<file path="src/rtl/bldc_pwm_commutator_if.sv">
// Signal bundle between the motor-control sequencer and the BLDC gate driver.
// The controller side drives commands and Hall inputs; the commutator drives
// gates, the period strobe, the fault flag and debug state.
// Handshake contract: there is no valid/ready pair on this bundle. Commands are
// level-sampled every clk. clk_20k_enable is a one-cycle strobe that carries no
// backpressure, so the consumer must act in the cycle it is high.
`timescale 1ns/1ps
interface bldc_pwm_commutator_if;
  logic        enable;
  logic [15:0] vref_q15;
  logic        dir;
  logic [2:0]  hall;
  logic        fault_clr;
  logic        pwm_ah;
  logic        pwm_al;
  logic        pwm_bh;
  logic        pwm_bl;
  logic        pwm_ch;
  logic        pwm_cl;
  logic        clk_20k_enable;
  logic        hall_fault;
  logic [15:0] dbg_cnt;
  logic [15:0] dbg_duty;
  logic [5:0]  dbg_leg_state;

  modport master (
    output enable, vref_q15, dir, hall, fault_clr,
    input  pwm_ah, pwm_al, pwm_bh, pwm_bl, pwm_ch, pwm_cl,
    input  clk_20k_enable, hall_fault, dbg_cnt, dbg_duty, dbg_leg_state
  );

  modport slave (
    input  enable, vref_q15, dir, hall, fault_clr,
    output pwm_ah, pwm_al, pwm_bh, pwm_bl, pwm_ch, pwm_cl,
    output clk_20k_enable, hall_fault, dbg_cnt, dbg_duty, dbg_leg_state
  );
endinterface

</file>
<file path="src/rtl/bldc_pwm_commutator.sv">
// Six-step Hall-commutated BLDC gate driver with edge-aligned PWM chop on the
// high side, a per-leg OFF/HI/LO state machine enforcing dead time, and a
// latched invalid-Hall fault. PWM_PERIOD must not exceed 65535.
// Debug: dbg_leg_state = {leg C, leg B, leg A}, 2 bits each (00 OFF, 01 HI, 10 LO).
`timescale 1ns/1ps
module bldc_pwm_commutator #(
  parameter int PWM_PERIOD = 5000,
  parameter int DEAD_TIME  = 100
) (
  input  logic                  clk,
  input  logic                  reset_n,
  bldc_pwm_commutator_if.slave  bus
);

  localparam logic [15:0] CNT_LAST = 16'(PWM_PERIOD - 1);
  localparam int          DW       = (DEAD_TIME < 1) ? 1 : $clog2(DEAD_TIME + 1);
  localparam logic [DW-1:0] DT_SAT = DW'(DEAD_TIME);

  localparam logic [1:0] S_OFF = 2'b00;
  localparam logic [1:0] S_HI  = 2'b01;
  localparam logic [1:0] S_LO  = 2'b10;

  localparam logic [1:0] PH_A = 2'd0;
  localparam logic [1:0] PH_B = 2'd1;
  localparam logic [1:0] PH_C = 2'd2;

  logic [15:0] cnt;
  logic [15:0] duty_sh;
  logic [15:0] duty_next;
  logic [15:0] vref_clamped;
  logic        period_end;
  logic        chop;
  logic [2:0]  hall_s1;
  logic [2:0]  hall_s2;
  logic        hall_valid;
  logic        hall_fault;
  logic        drive_ok;
  logic [1:0]  pos_fwd;
  logic [1:0]  neg_fwd;
  logic [1:0]  pos_ph;
  logic [1:0]  neg_ph;
  logic [2:0]  gate_h;
  logic [2:0]  gate_l;
  logic [5:0]  state_flat;

  assign period_end = (cnt == CNT_LAST);

  // Free-running period counter, independent of enable and fault.
  always_ff @(posedge clk or negedge reset_n) begin
    if (!reset_n)        cnt <= '0;
    else if (period_end) cnt <= '0;
    else                 cnt <= cnt + 16'd1;
  end

  // Magnitudes at or above 1.0 are clamped to the largest positive Q1.15.
  assign vref_clamped = bus.vref_q15[15] ? 16'h7FFF : bus.vref_q15;
  assign duty_next    = 16'(({16'd0, vref_clamped} * 32'(PWM_PERIOD)) >> 15);

  // Duty is sampled once per period so mid-period command changes cannot glitch the chop.
  always_ff @(posedge clk or negedge reset_n) begin
    if (!reset_n)        duty_sh <= '0;
    else if (period_end) duty_sh <= duty_next;
  end

  assign chop = (cnt < duty_sh);

  // Two-flop synchronizer for the asynchronous Hall inputs.
  always_ff @(posedge clk or negedge reset_n) begin
    if (!reset_n) begin
      hall_s1 <= '0;
      hall_s2 <= '0;
    end else begin
      hall_s1 <= bus.hall;
      hall_s2 <= hall_s1;
    end
  end

  assign hall_valid = (hall_s2 != 3'b000) && (hall_s2 != 3'b111);

  // Fault latches on any invalid code; clearing needs both the request and a valid code.
  always_ff @(posedge clk or negedge reset_n) begin
    if (!reset_n)         hall_fault <= 1'b0;
    else if (!hall_valid) hall_fault <= 1'b1;
    else if (bus.fault_clr) hall_fault <= 1'b0;
  end

  assign drive_ok = bus.enable && !hall_fault && hall_valid;

  // Forward six-step table; reverse simply swaps the driven and return phases.
  always_comb begin
    pos_fwd = PH_A;
    neg_fwd = PH_B;
    case (hall_s2)
      3'b101:  begin pos_fwd = PH_A; neg_fwd = PH_B; end
      3'b100:  begin pos_fwd = PH_A; neg_fwd = PH_C; end
      3'b110:  begin pos_fwd = PH_B; neg_fwd = PH_C; end
      3'b010:  begin pos_fwd = PH_B; neg_fwd = PH_A; end
      3'b011:  begin pos_fwd = PH_C; neg_fwd = PH_A; end
      3'b001:  begin pos_fwd = PH_C; neg_fwd = PH_B; end
      default: begin pos_fwd = PH_A; neg_fwd = PH_B; end
    endcase
    pos_ph = bus.dir ? pos_fwd : neg_fwd;
    neg_ph = bus.dir ? neg_fwd : pos_fwd;
  end

  for (genvar g = 0; g < 3; g++) begin : g_leg
    logic [1:0]    req;
    logic [1:0]    state;
    logic [DW-1:0] dt;

    // Leg request: chopped high side on the driven phase, solid low side on the return phase.
    always_comb begin
      req = S_OFF;
      if (drive_ok) begin
        if (pos_ph == 2'(g))      req = chop ? S_HI : S_OFF;
        else if (neg_ph == 2'(g)) req = S_LO;
      end
    end

    // Leg FSM: any change leaves via OFF, and OFF is held until the dead-time counter saturates.
    always_ff @(posedge clk or negedge reset_n) begin
      if (!reset_n) begin
        state <= S_OFF;
        dt    <= '0;
      end else begin
        case (state)
          S_OFF: begin
            if ((dt >= DT_SAT) && (req != S_OFF)) begin
              state <= req;
              dt    <= '0;
            end else if (dt < DT_SAT) begin
              dt <= dt + DW'(1);
            end
          end
          S_HI, S_LO: begin
            if (req != state) begin
              state <= S_OFF;
              dt    <= '0;
            end
          end
          default: begin
            state <= S_OFF;
            dt    <= '0;
          end
        endcase
      end
    end

    assign gate_h[g]            = (state == S_HI);
    assign gate_l[g]            = (state == S_LO);
    assign state_flat[2*g +: 2] = state;
  end

  assign bus.pwm_ah         = gate_h[0];
  assign bus.pwm_al         = gate_l[0];
  assign bus.pwm_bh         = gate_h[1];
  assign bus.pwm_bl         = gate_l[1];
  assign bus.pwm_ch         = gate_h[2];
  assign bus.pwm_cl         = gate_l[2];
  assign bus.clk_20k_enable = period_end;
  assign bus.hall_fault     = hall_fault;
  assign bus.dbg_cnt        = cnt;
  assign bus.dbg_duty       = duty_sh;
  assign bus.dbg_leg_state  = state_flat;

endmodule

</file>
<file path="src/flat_wrapper.sv">
// flat-port wrapper written by rule: the top's interface ports become plain ports
module bldc_pwm_commutator_flat 
#(
  parameter int PWM_PERIOD = 5000,
  parameter int DEAD_TIME  = 100
)
  (clk, reset_n, bus_enable, bus_vref_q15, bus_dir, bus_hall, bus_fault_clr, bus_pwm_ah, bus_pwm_al, bus_pwm_bh, bus_pwm_bl, bus_pwm_ch, bus_pwm_cl, bus_clk_20k_enable, bus_hall_fault, bus_dbg_cnt, bus_dbg_duty, bus_dbg_leg_state);
  bldc_pwm_commutator_if bus_i ();
  input  logic clk;
  input  logic reset_n;
  input wire logic [$bits(bus_i.enable)-1:0] bus_enable;
  input wire logic [$bits(bus_i.vref_q15)-1:0] bus_vref_q15;
  input wire logic [$bits(bus_i.dir)-1:0] bus_dir;
  input wire logic [$bits(bus_i.hall)-1:0] bus_hall;
  input wire logic [$bits(bus_i.fault_clr)-1:0] bus_fault_clr;
  output wire logic [$bits(bus_i.pwm_ah)-1:0] bus_pwm_ah;
  output wire logic [$bits(bus_i.pwm_al)-1:0] bus_pwm_al;
  output wire logic [$bits(bus_i.pwm_bh)-1:0] bus_pwm_bh;
  output wire logic [$bits(bus_i.pwm_bl)-1:0] bus_pwm_bl;
  output wire logic [$bits(bus_i.pwm_ch)-1:0] bus_pwm_ch;
  output wire logic [$bits(bus_i.pwm_cl)-1:0] bus_pwm_cl;
  output wire logic [$bits(bus_i.clk_20k_enable)-1:0] bus_clk_20k_enable;
  output wire logic [$bits(bus_i.hall_fault)-1:0] bus_hall_fault;
  output wire logic [$bits(bus_i.dbg_cnt)-1:0] bus_dbg_cnt;
  output wire logic [$bits(bus_i.dbg_duty)-1:0] bus_dbg_duty;
  output wire logic [$bits(bus_i.dbg_leg_state)-1:0] bus_dbg_leg_state;
  assign bus_i.enable = bus_enable;
  assign bus_i.vref_q15 = bus_vref_q15;
  assign bus_i.dir = bus_dir;
  assign bus_i.hall = bus_hall;
  assign bus_i.fault_clr = bus_fault_clr;
  assign bus_pwm_ah = bus_i.pwm_ah;
  assign bus_pwm_al = bus_i.pwm_al;
  assign bus_pwm_bh = bus_i.pwm_bh;
  assign bus_pwm_bl = bus_i.pwm_bl;
  assign bus_pwm_ch = bus_i.pwm_ch;
  assign bus_pwm_cl = bus_i.pwm_cl;
  assign bus_clk_20k_enable = bus_i.clk_20k_enable;
  assign bus_hall_fault = bus_i.hall_fault;
  assign bus_dbg_cnt = bus_i.dbg_cnt;
  assign bus_dbg_duty = bus_i.dbg_duty;
  assign bus_dbg_leg_state = bus_i.dbg_leg_state;
  bldc_pwm_commutator #(.PWM_PERIOD(PWM_PERIOD), .DEAD_TIME(DEAD_TIME)) u_core (.clk(clk), .reset_n(reset_n), .bus(bus_i));
endmodule
</file>
<file path="config.mk">
export PLATFORM = sky130hd
export DESIGN_NAME = bldc_pwm_commutator_flat
export DESIGN_NICKNAME = d
export VERILOG_FILES = /design/src/rtl/bldc_pwm_commutator_if.sv /design/src/rtl/bldc_pwm_commutator.sv /design/src/flat_wrapper.sv
export SDC_FILE = /design/constraint.sdc
export NUM_CORES = 1
export LEC_CHECK = 0
export BUFFER_PORTS_ARGS = -buffer_cell sky130_fd_sc_hd__buf_2
export CORE_UTILIZATION = 45
export CTS_CLUSTER_SIZE = 16
export DETAILED_ROUTE_END_ITERATION = 7
export PLACE_DENSITY = 0.62
export SYNTH_ARGS = -nofsm -noshare
export SYNTH_HDL_FRONTEND = slang
export SYNTH_SLANG_ARGS = --single-unit
</file>
<file path="constraint.sdc">
create_clock -name clk -period 3.8 [get_ports clk]
set_clock_uncertainty 0.15 [all_clocks]
set_input_delay 0.38 -clock clk [delete_from_list [all_inputs] [get_ports clk]]
set_output_delay 0.38 -clock clk [all_outputs]
set_load 0.005 [all_outputs]
</file>
Word-level counts from Yosys, hierarchy flattened

Cells that the tools add are included.

Bits in registers: 64
Output and inout bits: 46
Word-level logic and storage cells: 121
Input port bits: 24

Reduce and logical (&&, ||, !) cells: 29
Order comparisons: 7
Equality and inequality tests: 30
Add/subtract/negate cells: 4
Muxes and demuxes: 39
Multiply operators: 1

Operators with widths:

| cell                   | number |
|---|---|
| $mux 7                 | 9 |
| $pmux 7 s2             | 3 |
| $mux 2                 | 17 |
| $mul 16x10->26 const B | 1 |
| $add 7x1->7 const B    | 3 |
| $ge 7x7->1 const B     | 3 |
| $lt 7x7->1 const B     | 3 |
| $pmux 2 s2             | 5 |
| $add 16x1->16 const B  | 1 |
| $eq 16x13->1 const B   | 1 |
| $lt 16x14->1           | 1 |
| $mux 16                | 1 |
| $mux 15                | 1 |
| $reduce_or 2->1        | 7 |
| $ne 2x1->1 const B     | 6 |
| $reduce_and 2->1       | 6 |
| $eq 2x1->1 const B     | 5 |
| $eq 2x2->1 const B     | 5 |
| $logic_not 2->1        | 5 |
| $ne 3x1->1 const B     | 3 |
| $eq 3x2->1 const B     | 2 |
| $eq 3x3->1 const B     | 2 |
| $logic_and 1x1->1      | 6 |
| $ne 2x2->1             | 3 |
| other kinds (7)        | 11 |

Longest topological paths before layout

Word-level depth: 12
Depth in mapped cells: 20
Depth with buffers taken out: 19

Worst setup path after synthesis

OpenSTA, ideal clock, no wires.

Path type: input to register
Start: in bus_vref_q15[15]
End: reg u_core.duty_sh[12], in the netlist u_core.bus.dbg_duty[12]
Required time: 3504 ps
Stages: 20
Path buffers: 2
Arrival: 4732 ps
Setup time: 146 ps
Slack: -1228 ps
Path through: clkbuf_1 -> clkbuf_1 -> or2_2 -> inv_1 -> fa_1 -> inv_1 -> ha_1 -> inv_1 -> fa_1 -> inv_1 -> ha_1 -> ha_1 -> ha_1 -> a21o_1 -> a21o_1 -> a211o_1 -> a211o_1 -> a32oi_1 -> mux2i_1 -> o311ai_0

Longest elaborated chain between the ends: 2

RTL lines:

| element                | line                      | text |
|---|---|---|
| start: declaration     | flat_wrapper.sv:12        | `input wire logic [$bits(bus_i.vref_q15)-1:0] bus_vref_q15;` |
| $mux 15                | bldc_pwm_commutator.sv:56 | `assign vref_clamped = bus.vref_q15[15] ? 16'h7FFF : bus.vref_q15;` |
| $mul 16x10->26         | bldc_pwm_commutator.sv:57 | `assign duty_next = 16'(({16'd0, vref_clamped} * 32'(PWM_PERIOD)) >> 15);` |
| end signal: assignment | bldc_pwm_commutator.sv:62 | `else if (period_end) duty_sh <= duty_next;` |
| end: declaration       | bldc_pwm_commutator.sv:28 | `logic [15:0] duty_sh;` |

No other way between the ends.
A chain may end at the register's enable or synchronous reset.

Worst setup path in the final report

Start: in bus_vref_q15[15]
End: reg u_core.duty_sh[9], in the netlist u_core.bus.dbg_duty[9]

Same word-level chain as after synthesis.

==> impl_results.md <==
* Skew-Pair Late Insertion Delay at 0.33 ns
* H-Tree Depth at 3
* Detailed-router iteration count before antenna repair at 4
* Initial cell density of the core at 46.3%
* Initial drt markers at 316
* Class of the most critical hold timing path: in -> reg
* Post-layout nets at 954
* Crit Reg-Reg Endpoint: u_core.g_leg[1].dt[0]$_DFFE_PN0P_
* Total power per unit cell area at 554 nW/um^2
* Routed wire length per instance at 14.3 um
* Reg-to-Reg Start: u_core.bus.dbg_cnt[13]$_DFF_PN0_
* Unique masters post-synth at 70
* Combinational Power Share at 65.3%
* Port bufs at 67
* Area of the core region at 13,300 sq um
* Net switching fraction of the power at 39.1%
* Total DRC errors in the routed layout at 0
* Total wirelength of the detailed-routed design at 14.1 mm
* Total of flip-flops plus latches after synthesis at 64
* WHS Endpoint: u_core.hall_s1[2]$_DFF_PN0_
* GR Util All Layers at 20.9%
* EDFF count, synth at 0
* Top-level port count at 70
* Slew at the pin closest to its max-slew limit at 0.793 ns
* Number of antenna violations at the first check in global routing at 0
* Post-route worst hold slack at 0.0151 ns
* Die X at 119 um
* Post-route setup slack at -0.365 ns
* Floorplan die height at 119 um
* Final TNS setup at -2.06 ns
* Post-route antenna net violation count at 0
* Max-capacitance violation count at 0
* Global route overflow at 0
* Routed via count at 5,230
* Clock tree from TritonCTS: built
* Int Power at 2.70 mW
* Max-slew headroom at 46.8%
* Share of the clock period used by the worst path after layout at 110%
* WS Path Type: in -> reg
* CP max stage cell: sky130_fd_sc_hd__fa_1
* Placement row count at 42
* Pin count of the biggest net entering global routing at 50
* Layout-stage area growth over the synthesis result at 29.8%
* Part of the total power dissipated in the clock network at 16.7%
* Pleak at 3.99 nW
* HP Start: bus_hall[2]
* Peak fanout along the critical path at 6
* Number of cells on the worst reg-to-reg path at 8
* Critical Path AT at 4.22 ns
* Number of CTS-inserted buffers at 9
* Final weighted congestion of routability-driven global placement at 0.866
* Relative contribution of sequential cells to total power at 18.0%
* Overall power after layout at 4.43 mW
* Diode count at 0
* CTS clk-pin slew, worst paths at 0.05 ns
* Sequential area share after synthesis at 26.0%
* Number of max-slew violations in the final report at 0
* Sum of net half-perimeters after detailed placement at 11.0 mm
* Share of flip-flops with an asynchronous set or reset at 100%
* Fmax at 0.240 GHz
* Status: complete, but fails checks
* Clk Tree Root Cell: sky130_fd_sc_hd__clkbuf_16
* Wire length of the first global-routing pass at 24.1 mm
* Critical path required time at 3.85 ns
* Worst stage delay on the critical path at 0.49 ns
* Prevailing post-synth register cell: sky130_fd_sc_hd__dfrtp_1
* Maximum VDD drop at 0.000341 V
* Kind of end point of the critical path: flip-flop
* Vias/cell at 5.28
* Violations in the final reports: negative setup slack
* Synthesis warning total at 0
* Share of layout cells above drive strength 1 at 31.3%
* Final-report setup violation count at 10
* Post-synthesis cell count at 680
* Cell Area, Synth at 6160 sq um
* Post-synthesis area per instance at 9.05 sq um
* RSZ-0062 raised after global routing: yes
* List of cells traversed by the critical path: buf_12 -> or2_4 -> fa_1 -> ha_1 -> fa_1 -> ha_1 -> inv_2 -> fa_1 -> inv_2 -> ha_4 -> o2111ai_2 -> a21o_1 -> nand4b_1 -> a311oi_2 -> o2111a_1 -> or3_1
* Crit start category: input pin
* Via count of the first global-routing pass at 5,198
* Final min period at 4.17 ns
* Internal reg-to-reg setup slack at 0.52 ns
* Net switching component of the power at 1.73 mW
* Maximum count of clock buffers along a single path at 2
* Most repeated library cell on the critical path: sky130_fd_sc_hd__fa_1
* Number of clock sinks seen by CTS at 64
* Hold path cells at 1
* Final hold violations at 0
* Area of the die at 14,200 sq um
==> state kept, by name, indices dropped and copies added (netlist names) <==
name,count
u_core.g_leg.dt,21
u_core.bus.dbg_cnt,16
u_core.bus.dbg_duty,14
u_core.g_leg.state,6
u_core.hall_s1,3
u_core.hall_s2,3
u_core.bus.hall_fault,1
==> power groups by stage <==
stage | Sequential [mW] | Clock (mW) | Combinational (mW)
CTS | 0.797 | 0.754 | 2.83
floorplan | 0.793 | 0 | 1.75
global route | 0.808 | 0.781 | 3.26
detailed placement | 0.808 | 0 | 2.51
finish | 0.797 | 0.739 | 2.89
global placement | 0.805 | 0 | 2.45
==> logic make-up (layout without fill, tap and decap cells) <==
| kind of cell | after synthesis | in the layout | synth area share (%) |
|---|---|---|---|
| AOI/OAI and AO/OA | 127 | 127 | 14.8 |
| buffers and inverters | 118 | 252 | 7.46 |
| adders and majority gates | 120 | 120 | 27.3 |
| xor gates and xnor gates | 37 | 37 | 5.26 |
| and+or+nand+nor | 206 | 206 | 17.9 |
| other | 1 | 2 | 0.0609 |
| muxes | 7 | 7 | 1.22 |
| DFF | 64 | 64 | 26.0 |
==> timing repair <==
action,4_1_cts,5_1_grt
setup endpoints to repair,11,12
setup buffers,12,2
hold buffers,1,0
gates resized for setup,46,20
hold endpoints to repair,15,0
gates cloned,1,0
pin swaps,44,18
==> routing by layer <==
layer,vias to the layer above,track usage (%),wire length (um)
li1,2615,-,-
met1,2520,26.3,6430
met2,77,37.4,7150
met3,18,1.92,314
met4,0,7.12,231
met5,-,0,0
==> synthesized netlist by cell type, types with 3 or more instances <==
| library cell | instances | share of area, % |
|---|---|---|
| sky130_fd_sc_hd__nor4_1 | 5 | 0.51 |
| sky130_fd_sc_hd__o21a_1 | 3 | 0.37 |
| sky130_fd_sc_hd__nand2_1 | 53 | 3.2 |
| sky130_fd_sc_hd__o21ai_0 | 24 | 2.0 |
| sky130_fd_sc_hd__or2_2 | 21 | 2.1 |
| sky130_fd_sc_hd__nand3_1 | 22 | 1.8 |
| sky130_fd_sc_hd__inv_1 | 99 | 6.0 |
| sky130_fd_sc_hd__nor3_1 | 4 | 0.33 |
| sky130_fd_sc_hd__a21o_1 | 12 | 1.5 |
| sky130_fd_sc_hd__nor4b_1 | 6 | 0.85 |
| sky130_fd_sc_hd__ha_1 | 96 | 20 |
| sky130_fd_sc_hd__nand4b_1 | 7 | 1.0 |
| sky130_fd_sc_hd__mux2i_1 | 5 | 0.81 |
| sky130_fd_sc_hd__xnor2_1 | 25 | 3.6 |
| sky130_fd_sc_hd__fa_1 | 24 | 7.8 |
| sky130_fd_sc_hd__nand2b_1 | 9 | 0.91 |
| sky130_fd_sc_hd__o211ai_1 | 6 | 0.73 |
| sky130_fd_sc_hd__a211o_2 | 3 | 0.49 |
| sky130_fd_sc_hd__o2111ai_1 | 3 | 0.43 |
| sky130_fd_sc_hd__o2bb2ai_1 | 3 | 0.43 |
| sky130_fd_sc_hd__a21oi_1 | 22 | 1.8 |
| sky130_fd_sc_hd__clkbuf_1 | 15 | 0.91 |
| sky130_fd_sc_hd__a31oi_1 | 6 | 0.61 |
| sky130_fd_sc_hd__nor2b_1 | 4 | 0.41 |
| sky130_fd_sc_hd__nor2_1 | 35 | 2.1 |
| sky130_fd_sc_hd__and3_1 | 13 | 1.3 |
| sky130_fd_sc_hd__o21bai_1 | 5 | 0.61 |
| sky130_fd_sc_hd__nand4_1 | 5 | 0.51 |
| sky130_fd_sc_hd__dfrtp_1 | 64 | 26 |
| sky130_fd_sc_hd__a221o_1 | 3 | 0.49 |
| sky130_fd_sc_hd__xor2_1 | 12 | 1.7 |
| sky130_fd_sc_hd__a211o_1 | 7 | 1.0 |
| sky130_fd_sc_hd__o311ai_0 | 3 | 0.43 |
| sky130_fd_sc_hd__or3_1 | 5 | 0.51 |
| sky130_fd_sc_hd__nor3b_1 | 6 | 0.73 |
==> worst max path at each step <==
stage | from | to | cells past startpoint
floorplan | bus_vref_q15[15] | u_core.bus.dbg_duty[12]$_DFFE_PN0P_ | 16
global placement | bus_vref_q15[15] | u_core.bus.dbg_duty[12]$_DFFE_PN0P_ | 19
detailed placement | bus_vref_q15[15] | u_core.bus.dbg_duty[12]$_DFFE_PN0P_ | 19
CTS | bus_vref_q15[15] | u_core.bus.dbg_duty[9]$_DFFE_PN0P_ | 16
global route | bus_vref_q15[5] | u_core.bus.dbg_duty[9]$_DFFE_PN0P_ | 19
finish | bus_vref_q15[15] | u_core.bus.dbg_duty[9]$_DFFE_PN0P_ | 16
==> critical path: cells and delay by family <==
family / cells / cell delay, ns
adders and majority gates: 6 / 2.25
and+or+nand+nor: 3 / 0.71
AOI/OAI and AO/OA: 4 / 0.68
buffers and inverters: 3 / 0.20
==> through the flow <==
stage | util [%] | setup slack, ns | cell area [sq um] | std cells
finish | 60.1 | -0.365 | 7990 | 991
global placement | 54.9 | -0.873 | 7290 | 959
floorplan | - | -0.686 | 6460 | 681
detailed placement | 54.9 | -0.952 | 7290 | 959
CTS | 59.6 | -0.358 | 7920 | 989
global route | 60.1 | -0.487 | 7990 | 991
==> cell type report <==
cell class                      instances  area, sq um
Clock buffer                           13          250
Clock inverter                          3         17.5
Fill cell                            1157         5310
Inverter                               99          377
Multi-Input combinational cell        499         4600
Sequential cell                        64         1600
Tap cell                              176          220
Timing Repair Buffer                  137          923
==> layout by cell type, fill, tap and decap left out, types with 6 or more instances in the layout <==
cell type	synthesis	routed
sky130_fd_sc_hd__inv_1	99	79
sky130_fd_sc_hd__ha_1	96	68
sky130_fd_sc_hd__buf_4	2	68
sky130_fd_sc_hd__dfrtp_1	64	64
sky130_fd_sc_hd__buf_2	1	62
sky130_fd_sc_hd__nand2_1	53	52
sky130_fd_sc_hd__nor2_1	35	32
sky130_fd_sc_hd__ha_4	0	26
sky130_fd_sc_hd__xnor2_1	25	22
sky130_fd_sc_hd__nand3_1	22	22
sky130_fd_sc_hd__fa_1	24	21
sky130_fd_sc_hd__a21oi_1	22	19
sky130_fd_sc_hd__inv_2	0	18
sky130_fd_sc_hd__o21ai_0	24	15
sky130_fd_sc_hd__a21o_1	12	12
sky130_fd_sc_hd__and3_1	13	12
sky130_fd_sc_hd__or2_2	21	11
sky130_fd_sc_hd__or2_4	0	10
sky130_fd_sc_hd__xor2_1	12	10
sky130_fd_sc_hd__nand2b_1	9	9
sky130_fd_sc_hd__o21ai_1	1	9
sky130_fd_sc_hd__clkbuf_16	0	9
sky130_fd_sc_hd__nand4b_1	7	7
sky130_fd_sc_hd__a211o_1	7	7
sky130_fd_sc_hd__nor4b_1	6	6
sky130_fd_sc_hd__nor3b_1	6	6
sky130_fd_sc_hd__o211ai_1	6	6
Note: power is estimated with default switching activity, not from simulation.
